### src/rtl/mem_transaction_ctrl.sv
// mem_transaction_ctrl: single-outstanding CPU transaction controller feeding
// memory_interface. Serialises read/write requests onto the TX command and
// payload handshake and reassembles read-data responses from the RX pins.
//
// Ports:
//   clk, reset            clock, async active-high reset
//   req_*                 CPU request channel (valid/ready, we, addr, wdata)
//   rdata, rdata_valid    read result and its one-cycle update pulse
//   unexpected_rx         sticky flag for RX messages that were not expected
//   tx_command_valid,
//   tx_command, tx_data   TX command handshake and LSB-first payload stream
//   tx_command_started,
//   tx_data_next, tx_done TX progress strobes from memory_interface
//   rx_started, rx_data_valid,
//   rx_done, rx_sbs       RX progress strobes from memory_interface
//   rx_pins               raw RX pins (start bits and payload chunks)
module mem_transaction_ctrl #(
    parameter int unsigned IO_BITS        = 2,
    parameter int unsigned TX_CMD_BITS    = 2,
    parameter int unsigned PAYLOAD_CYCLES = 8,
    parameter int unsigned CMD_READ       = 0,
    parameter int unsigned CMD_WADDR      = 1,
    parameter int unsigned CMD_WDATA      = 2,
    parameter int unsigned RX_SB_READ     = 1
) (
    input  logic                                  clk,
    input  logic                                  reset,
    input  logic                                  req_valid,
    output logic                                  req_ready,
    input  logic                                  req_we,
    input  logic [IO_BITS*PAYLOAD_CYCLES-1:0]     req_addr,
    input  logic [IO_BITS*PAYLOAD_CYCLES-1:0]     req_wdata,
    output logic [IO_BITS*PAYLOAD_CYCLES-1:0]     rdata,
    output logic                                  rdata_valid,
    output logic                                  unexpected_rx,
    output logic                                  tx_command_valid,
    output logic [TX_CMD_BITS-1:0]                tx_command,
    output logic [IO_BITS-1:0]                    tx_data,
    input  logic                                  tx_command_started,
    input  logic                                  tx_data_next,
    input  logic                                  tx_done,
    input  logic                                  rx_data_valid,
    input  logic                                  rx_done,
    input  logic [IO_BITS-1:0]                    rx_sbs,
    input  logic                                  rx_started,
    input  logic [IO_BITS-1:0]                    rx_pins
);

    localparam int unsigned PB = IO_BITS * PAYLOAD_CYCLES;

    typedef enum logic [2:0] {
        IDLE    = 3'd0,
        RADDR   = 3'd1,
        WADDR   = 3'd2,
        WDATA   = 3'd3,
        WAIT_RX = 3'd4
    } state_e;

    state_e                  state_q, state_d;
    logic                    cmd_sent_q, cmd_sent_d;

    logic [PB-1:0]           addr_q, addr_d;
    logic [PB-1:0]           wdata_q, wdata_d;
    logic [PB-1:0]           shreg_q, shreg_d;
    logic [PB-1:0]           rbuf_q, rbuf_d;
    logic                    armed_q, armed_d;
    logic [PB-1:0]           rdata_q, rdata_d;
    logic                    rdata_valid_q, rdata_valid_d;
    logic                    unexpected_q, unexpected_d;
    logic                    req_ready_q, req_ready_d;
    logic                    tx_cmd_valid_q, tx_cmd_valid_d;
    logic [TX_CMD_BITS-1:0]  tx_command_q, tx_command_d;

    // Start bits are taken from rx_pins at rx_started; rx_sbs is redundant here.
    logic unused_rx_sbs;
    assign unused_rx_sbs = ^rx_sbs;

    // Handshake qualifiers for the current cycle
    logic in_send, accept, start_fire, shift_fire, done_fire, rx_done_fire;
    assign in_send      = (state_q == RADDR) || (state_q == WADDR) || (state_q == WDATA);
    assign accept       = req_valid && req_ready_q;
    assign start_fire   = in_send && !cmd_sent_q && tx_command_started;
    assign shift_fire   = in_send && cmd_sent_q && tx_data_next;
    assign done_fire    = in_send && cmd_sent_q && tx_done;
    assign rx_done_fire = armed_q && !rx_started && rx_done && (state_q == WAIT_RX);

    // State register (FSM state plus per-state cmd_sent flag)
    always_ff @(posedge clk or posedge reset) begin
        if (reset) begin
            state_q    <= IDLE;
            cmd_sent_q <= 1'b0;
        end else begin
            state_q    <= state_d;
            cmd_sent_q <= cmd_sent_d;
        end
    end

    // Next-state logic
    always_comb begin
        state_d    = state_q;
        cmd_sent_d = cmd_sent_q;
        unique case (state_q)
            IDLE: begin
                cmd_sent_d = 1'b0;
                if (accept) state_d = req_we ? WADDR : RADDR;
            end
            RADDR, WADDR, WDATA: begin
                if (start_fire) cmd_sent_d = 1'b1;
                if (done_fire) begin
                    cmd_sent_d = 1'b0;
                    case (state_q)
                        RADDR:   state_d = WAIT_RX;
                        WADDR:   state_d = WDATA;
                        default: state_d = IDLE;
                    endcase
                end
            end
            WAIT_RX: begin
                if (rx_done_fire) state_d = IDLE;
            end
            default: begin
                state_d    = IDLE;
                cmd_sent_d = 1'b0;
            end
        endcase
    end

    // Output and datapath next values
    always_comb begin
        addr_d        = addr_q;
        wdata_d       = wdata_q;
        shreg_d       = shreg_q;
        rbuf_d        = rbuf_q;
        armed_d       = armed_q;
        rdata_d       = rdata_q;
        rdata_valid_d = 1'b0;
        unexpected_d  = unexpected_q;
        req_ready_d   = (state_d == IDLE);
        tx_cmd_valid_d = 1'b0;
        tx_command_d  = tx_command_q;

        if (accept) begin
            addr_d  = req_addr;
            wdata_d = req_wdata;
        end

        // TX payload: load on command start, then shift out LSB first
        if (start_fire) begin
            shreg_d = (state_q == WDATA) ? wdata_q : addr_q;
        end else if (shift_fire) begin
            shreg_d = {IO_BITS'(0), shreg_q[PB-1:IO_BITS]};
        end

        // RX capture: a new message either arms capture or is flagged
        if (rx_started) begin
            if ((state_q == WAIT_RX) && (rx_pins == IO_BITS'(RX_SB_READ))) begin
                armed_d = 1'b1;
            end else begin
                unexpected_d = 1'b1;
            end
        end else if (armed_q) begin
            if (rx_data_valid) rbuf_d = {rx_pins, rbuf_q[PB-1:IO_BITS]};
            if (rx_done_fire) begin
                rdata_d       = rbuf_d;
                rdata_valid_d = 1'b1;
                armed_d       = 1'b0;
            end
        end

        // Command outputs follow the state being entered so they are registered
        case (state_d)
            RADDR: begin
                tx_cmd_valid_d = !cmd_sent_d;
                tx_command_d   = TX_CMD_BITS'(CMD_READ);
            end
            WADDR: begin
                tx_cmd_valid_d = !cmd_sent_d;
                tx_command_d   = TX_CMD_BITS'(CMD_WADDR);
            end
            WDATA: begin
                tx_cmd_valid_d = !cmd_sent_d;
                tx_command_d   = TX_CMD_BITS'(CMD_WDATA);
            end
            default: tx_cmd_valid_d = 1'b0;
        endcase
    end

    // Datapath and output registers
    always_ff @(posedge clk or posedge reset) begin
        if (reset) begin
            addr_q         <= '0;
            wdata_q        <= '0;
            shreg_q        <= '0;
            rbuf_q         <= '0;
            armed_q        <= 1'b0;
            rdata_q        <= '0;
            rdata_valid_q  <= 1'b0;
            unexpected_q   <= 1'b0;
            req_ready_q    <= 1'b1;
            tx_cmd_valid_q <= 1'b0;
            tx_command_q   <= TX_CMD_BITS'(CMD_READ);
        end else begin
            addr_q         <= addr_d;
            wdata_q        <= wdata_d;
            shreg_q        <= shreg_d;
            rbuf_q         <= rbuf_d;
            armed_q        <= armed_d;
            rdata_q        <= rdata_d;
            rdata_valid_q  <= rdata_valid_d;
            unexpected_q   <= unexpected_d;
            req_ready_q    <= req_ready_d;
            tx_cmd_valid_q <= tx_cmd_valid_d;
            tx_command_q   <= tx_command_d;
        end
    end

    assign req_ready        = req_ready_q;
    assign rdata            = rdata_q;
    assign rdata_valid      = rdata_valid_q;
    assign unexpected_rx    = unexpected_q;
    assign tx_command_valid = tx_cmd_valid_q;
    assign tx_command       = tx_command_q;
    assign tx_data          = shreg_q[IO_BITS-1:0];

endmodule

### config.mk
export PLATFORM = sky130hd
export DESIGN_NAME = mem_transaction_ctrl
export DESIGN_NICKNAME = d
export VERILOG_FILES = /design/src/rtl/mem_transaction_ctrl.sv
export SDC_FILE = /design/constraint.sdc
export NUM_CORES = 1
export LEC_CHECK = 0
export CORE_UTILIZATION = 48
export CTS_BUF_LIST = sky130_fd_sc_hd__clkbuf_8
export CTS_CLUSTER_SIZE = 20
export DETAILED_ROUTE_END_ITERATION = 16
export PLACE_DENSITY = 0.73
export SYNTH_ARGS = -nofsm -noshare
export SYNTH_HDL_FRONTEND = slang
export SYNTH_SLANG_ARGS = --single-unit
### constraint.sdc
create_clock -name clk -period 9.5 [get_ports clk]
set_clock_uncertainty 0.05 [all_clocks]
set_input_delay 2.375 -clock clk [delete_from_list [all_inputs] [get_ports clk]]
set_output_delay 2.375 -clock clk [all_outputs]
set_load 0.02 [all_outputs]
==> impl_metrics.py <==
metrics = {
    "outcome": {
        "status": "finished clean",
    },
    "die": {
        "rows": 33,
        "num_io_pins": 70,
        "die_area_mm2": 0.00890,
        "start_util_pct": 49.8,
        "die_w_um": 94.4,
        "die_h_um": 94.4,
        "core_mm2": 0.00822,
    },
    "drt": {
        "avgRoutedWirePerCell_um": 15.6,
        "wl_um": 7410,
        "drtPass1Iterations": 5,
        "drt_iter0_drc": 121,
        "vias": 2593,
        "post_drt_via_cell_ratio": 5.47,
        "ant_nets": 0,
        "drc": 0,
    },
    "clock_network": {
        "clk_latency_ns": 0.35,
        "cts_root_buffer": "clkbuf_8",
        "cts_tree": "built",
        "ctsHoldBuffers": 0,
        "cts_buffers": 9,
        "path_clk_slew_ns": 0.09,
        "h-tree-depth": 3,
        "post_cts_resized": 0,
        "cts_sinks": 91,
        "cts_buffer_depth": 2,
        "cts_setup_buffers": 0,
    },
    "cells_and_area": {
        "layout.nets": 410,
        "n_fill_cell": 651,
        "finish.utilization_pct": 60.5,
        "mostFrequentLayoutCells": "dfrtp_1, mux2_2, clkdlybuf4s50_1, o21ai_0, nand3_1",
        "num_antenna_cells": 0,
        "multi_input_area_mm2": 0.00168,
        "final_common_cell": "dfrtp_1",
        "seqCellArea_mm2": 0.00228,
        "area_delta_synth_final_pct": 21.5,
        "drive_gt1_share_pct": 27.9,
    },
    "timing": {
        "timing.hold.ws_ns": 0.411,
        "setup_viol": 0,
        "finalMaxSlewViolations": 0,
        "post-route-period-util_pct": 46.6,
        "worstMarginPinSlew_ns": 1.13,
        "fin_setup_tns_ns": 0,
        "hold_viol": 0,
        "slew_headroom_pct": 24.7,
        "rsz0062_at_grt": "no",
        "clock.fmax_mhz": 226,
        "min_period_ns": 4.43,
    },
    "worst_setup_path": {
        "critPathKind": "primary input to flop",
        "cp-end-kind": "flop",
        "crit_required_ns": 9.68,
        "reg2reg_from": "state_q[1]",
        "worstSetupStartpointType": "primary input",
        "rrSetupSlack_ns": 7.23,
        "r2r_cells": 3,
        "cp.arrival_ns": 4.61,
        "cp_max_fo": 17,
        "r2r-end": "shreg_q[0]",
    },
    "logic_synthesis": {
        "synth_xor_area_share_pct": 0,
        "yosys.area_share.simple_pct": 5.35,
        "ys_ff_latch": 91,
        "synth-compound-area-share_pct": 8.59,
        "synth_warnings": 0,
        "yosysTopAreaCell": "dfrtp_1",
        "synth_top_area_share_pct": 55.0,
        "ys_top_cells_by_area": "dfrtp_1, mux2_2, mux2i_1, mux2_4, o211ai_1",
        "syn_inst": 306,
        "ys_async_sr_fraction_pct": 100,
        "yosysSeqAreaShare_pct": 55.7,
        "syn_avg_cell_area_um2": 13.4,
        "synth_mux_area_share_pct": 27.0,
        "synthDistinctLibCells": 40,
        "synth_top_family_by_area": "multiplexers",
        "synth_fp_nets": 352,
        "synthAdderAreaFrac_pct": 0,
        "synth_edf_count": 0,
        "syn_area_mm2": 0.00409,
        "synth_ff_type": "dfrtp_1",
    },
    "power": {
        "powerDensity_mw_per_mm2": 243,
        "p_leak_nw": 2.28,
        "ir_drop_uv": 128,
    },
    "place": {
        "gp_congestion": 0.790,
        "port_buffers": 67,
        "hpwlAfterDp_um": 4890,
    },
    "global_route": {
        "overflow": 0,
        "antenna_found_initial": 0,
        "grt_usage_pct": 18.5,
        "grt_pass1_vias": 2619,
        "grt_start_max_net_pins": 92,
        "grt_first_pass_wirelength_um": 12700,
    },
    "hold_path": {
        "hold_path_class": "flop to flop",
        "worstHoldPathCells": 1,
        "min-delay-start": "unexpected_rx",
        "whs_endpoint": "unexpected_rx",
    },
    "flow_run": {
        "drv_cap": 0,
    },
}
-- metal layers --
layer | wire length (µm) | track usage (%) | share of wire (%) | vias to the layer above
met1 | 3640 | 26.2 | 49 | 1294
met4 | 76 | 6.67 | 1.0 | 0
met3 | 258 | 4.11 | 3.5 | 7
met2 | 3440 | 27.7 | 46 | 54
li1 | - | - | - | 1238
met5 | 0 | 0 | 0 | -
-- state kept, by name (all words and copies together), names as in the netlist --
register,cells
addr_q,16
rbuf_q,16
rdata,16
shreg_q,16
wdata_q,16
state_q,3
tx_command,2
armed_q,1
cmd_sent_q,1
rdata_valid,1
req_ready,1
tx_command_valid,1
unexpected_rx,1
-- synth_stat cells, types with 2 or more instances --
cell type,instances
o211ai_1,14
nand3b_1,2
nand2_1,5
clkbuf_1,10
buf_4,3
mux2_2,72
o21ba_2,2
nor2_1,2
o311a_1,2
nand3_1,17
mux2_4,9
a21oi_1,4
o21ai_0,20
and3_1,2
or3_1,2
buf_6,2
dfrtp_1,90
inv_1,6
buf_2,6
mux2i_1,16
-- through the flow --
| step | power (mW) | cells | worst slack, ns | area (µm²) |
|---|---|---|---|---|
| detailed placement | 0.984 | 458 | 4.74 | 4800 |
| floorplan | 0.879 | 306 | 4.71 | 4090 |
| global route | 1.30 | 474 | 4.94 | 4970 |
| CTS | 1.22 | 474 | 5.12 | 4970 |
| global placement | 0.970 | 458 | 4.80 | 4800 |
| finish | 1.21 | 474 | 5.07 | 4970 |
-- power by group --
part | total [mW] | internal [mW] | switching, mW | leakage (nW)
clock network | 0.234 | 0.0974 | 0.137 | 0.0929
logic | 0.381 | 0.200 | 0.181 | 1.02
registers | 0.595 | 0.511 | 0.0833 | 1.16
total | 1.21 | 0.809 | 0.401 | 2.28
-- worst max-delay path by stage --
| stage | startpoint | endpoint | slack, ns | depth (start not counted) |
|---|---|---|---|---|
| 2_1_floorplan | reset | addr_q[0] | 4.71 | 1 |
| 3_3_place_gp | rx_data_valid | rbuf_q[15] | 4.80 | 3 |
| 3_5_place_dp | rx_data_valid | rbuf_q[14] | 4.74 | 3 |
| 4_1_cts | rx_data_valid | rbuf_q[14] | 5.12 | 3 |
| 5_1_grt | rx_data_valid | rbuf_q[2] | 4.94 | 3 |
| 6_report | rx_data_valid | rbuf_q[4] | 5.07 | 3 |
-- cell type report --
type	instances	share of cell area, %
sequential	91	45.8
multi-input combinational	187	33.7
timing repair buffer	69	13.8
tap	105	2.64
clock buffer	9	2.49
clock inverter	7	1.08
inverter	6	0.478
-- critical path, stage by stage --
cell and delay [ns]:
clkdlybuf4s50_1 0.99, nand3b_1 0.73, mux2_2 0.51
-- cells by family (layout without fill, tap and decap cells) --
logic type      count (synthesis)  count (layout)
mux                            97              97
compound gates                 52              52
buf+inv                        28              91
simple gates                   38              38
flops                          91              91
No activity file was read; power rests on OpenSTA's default activity.
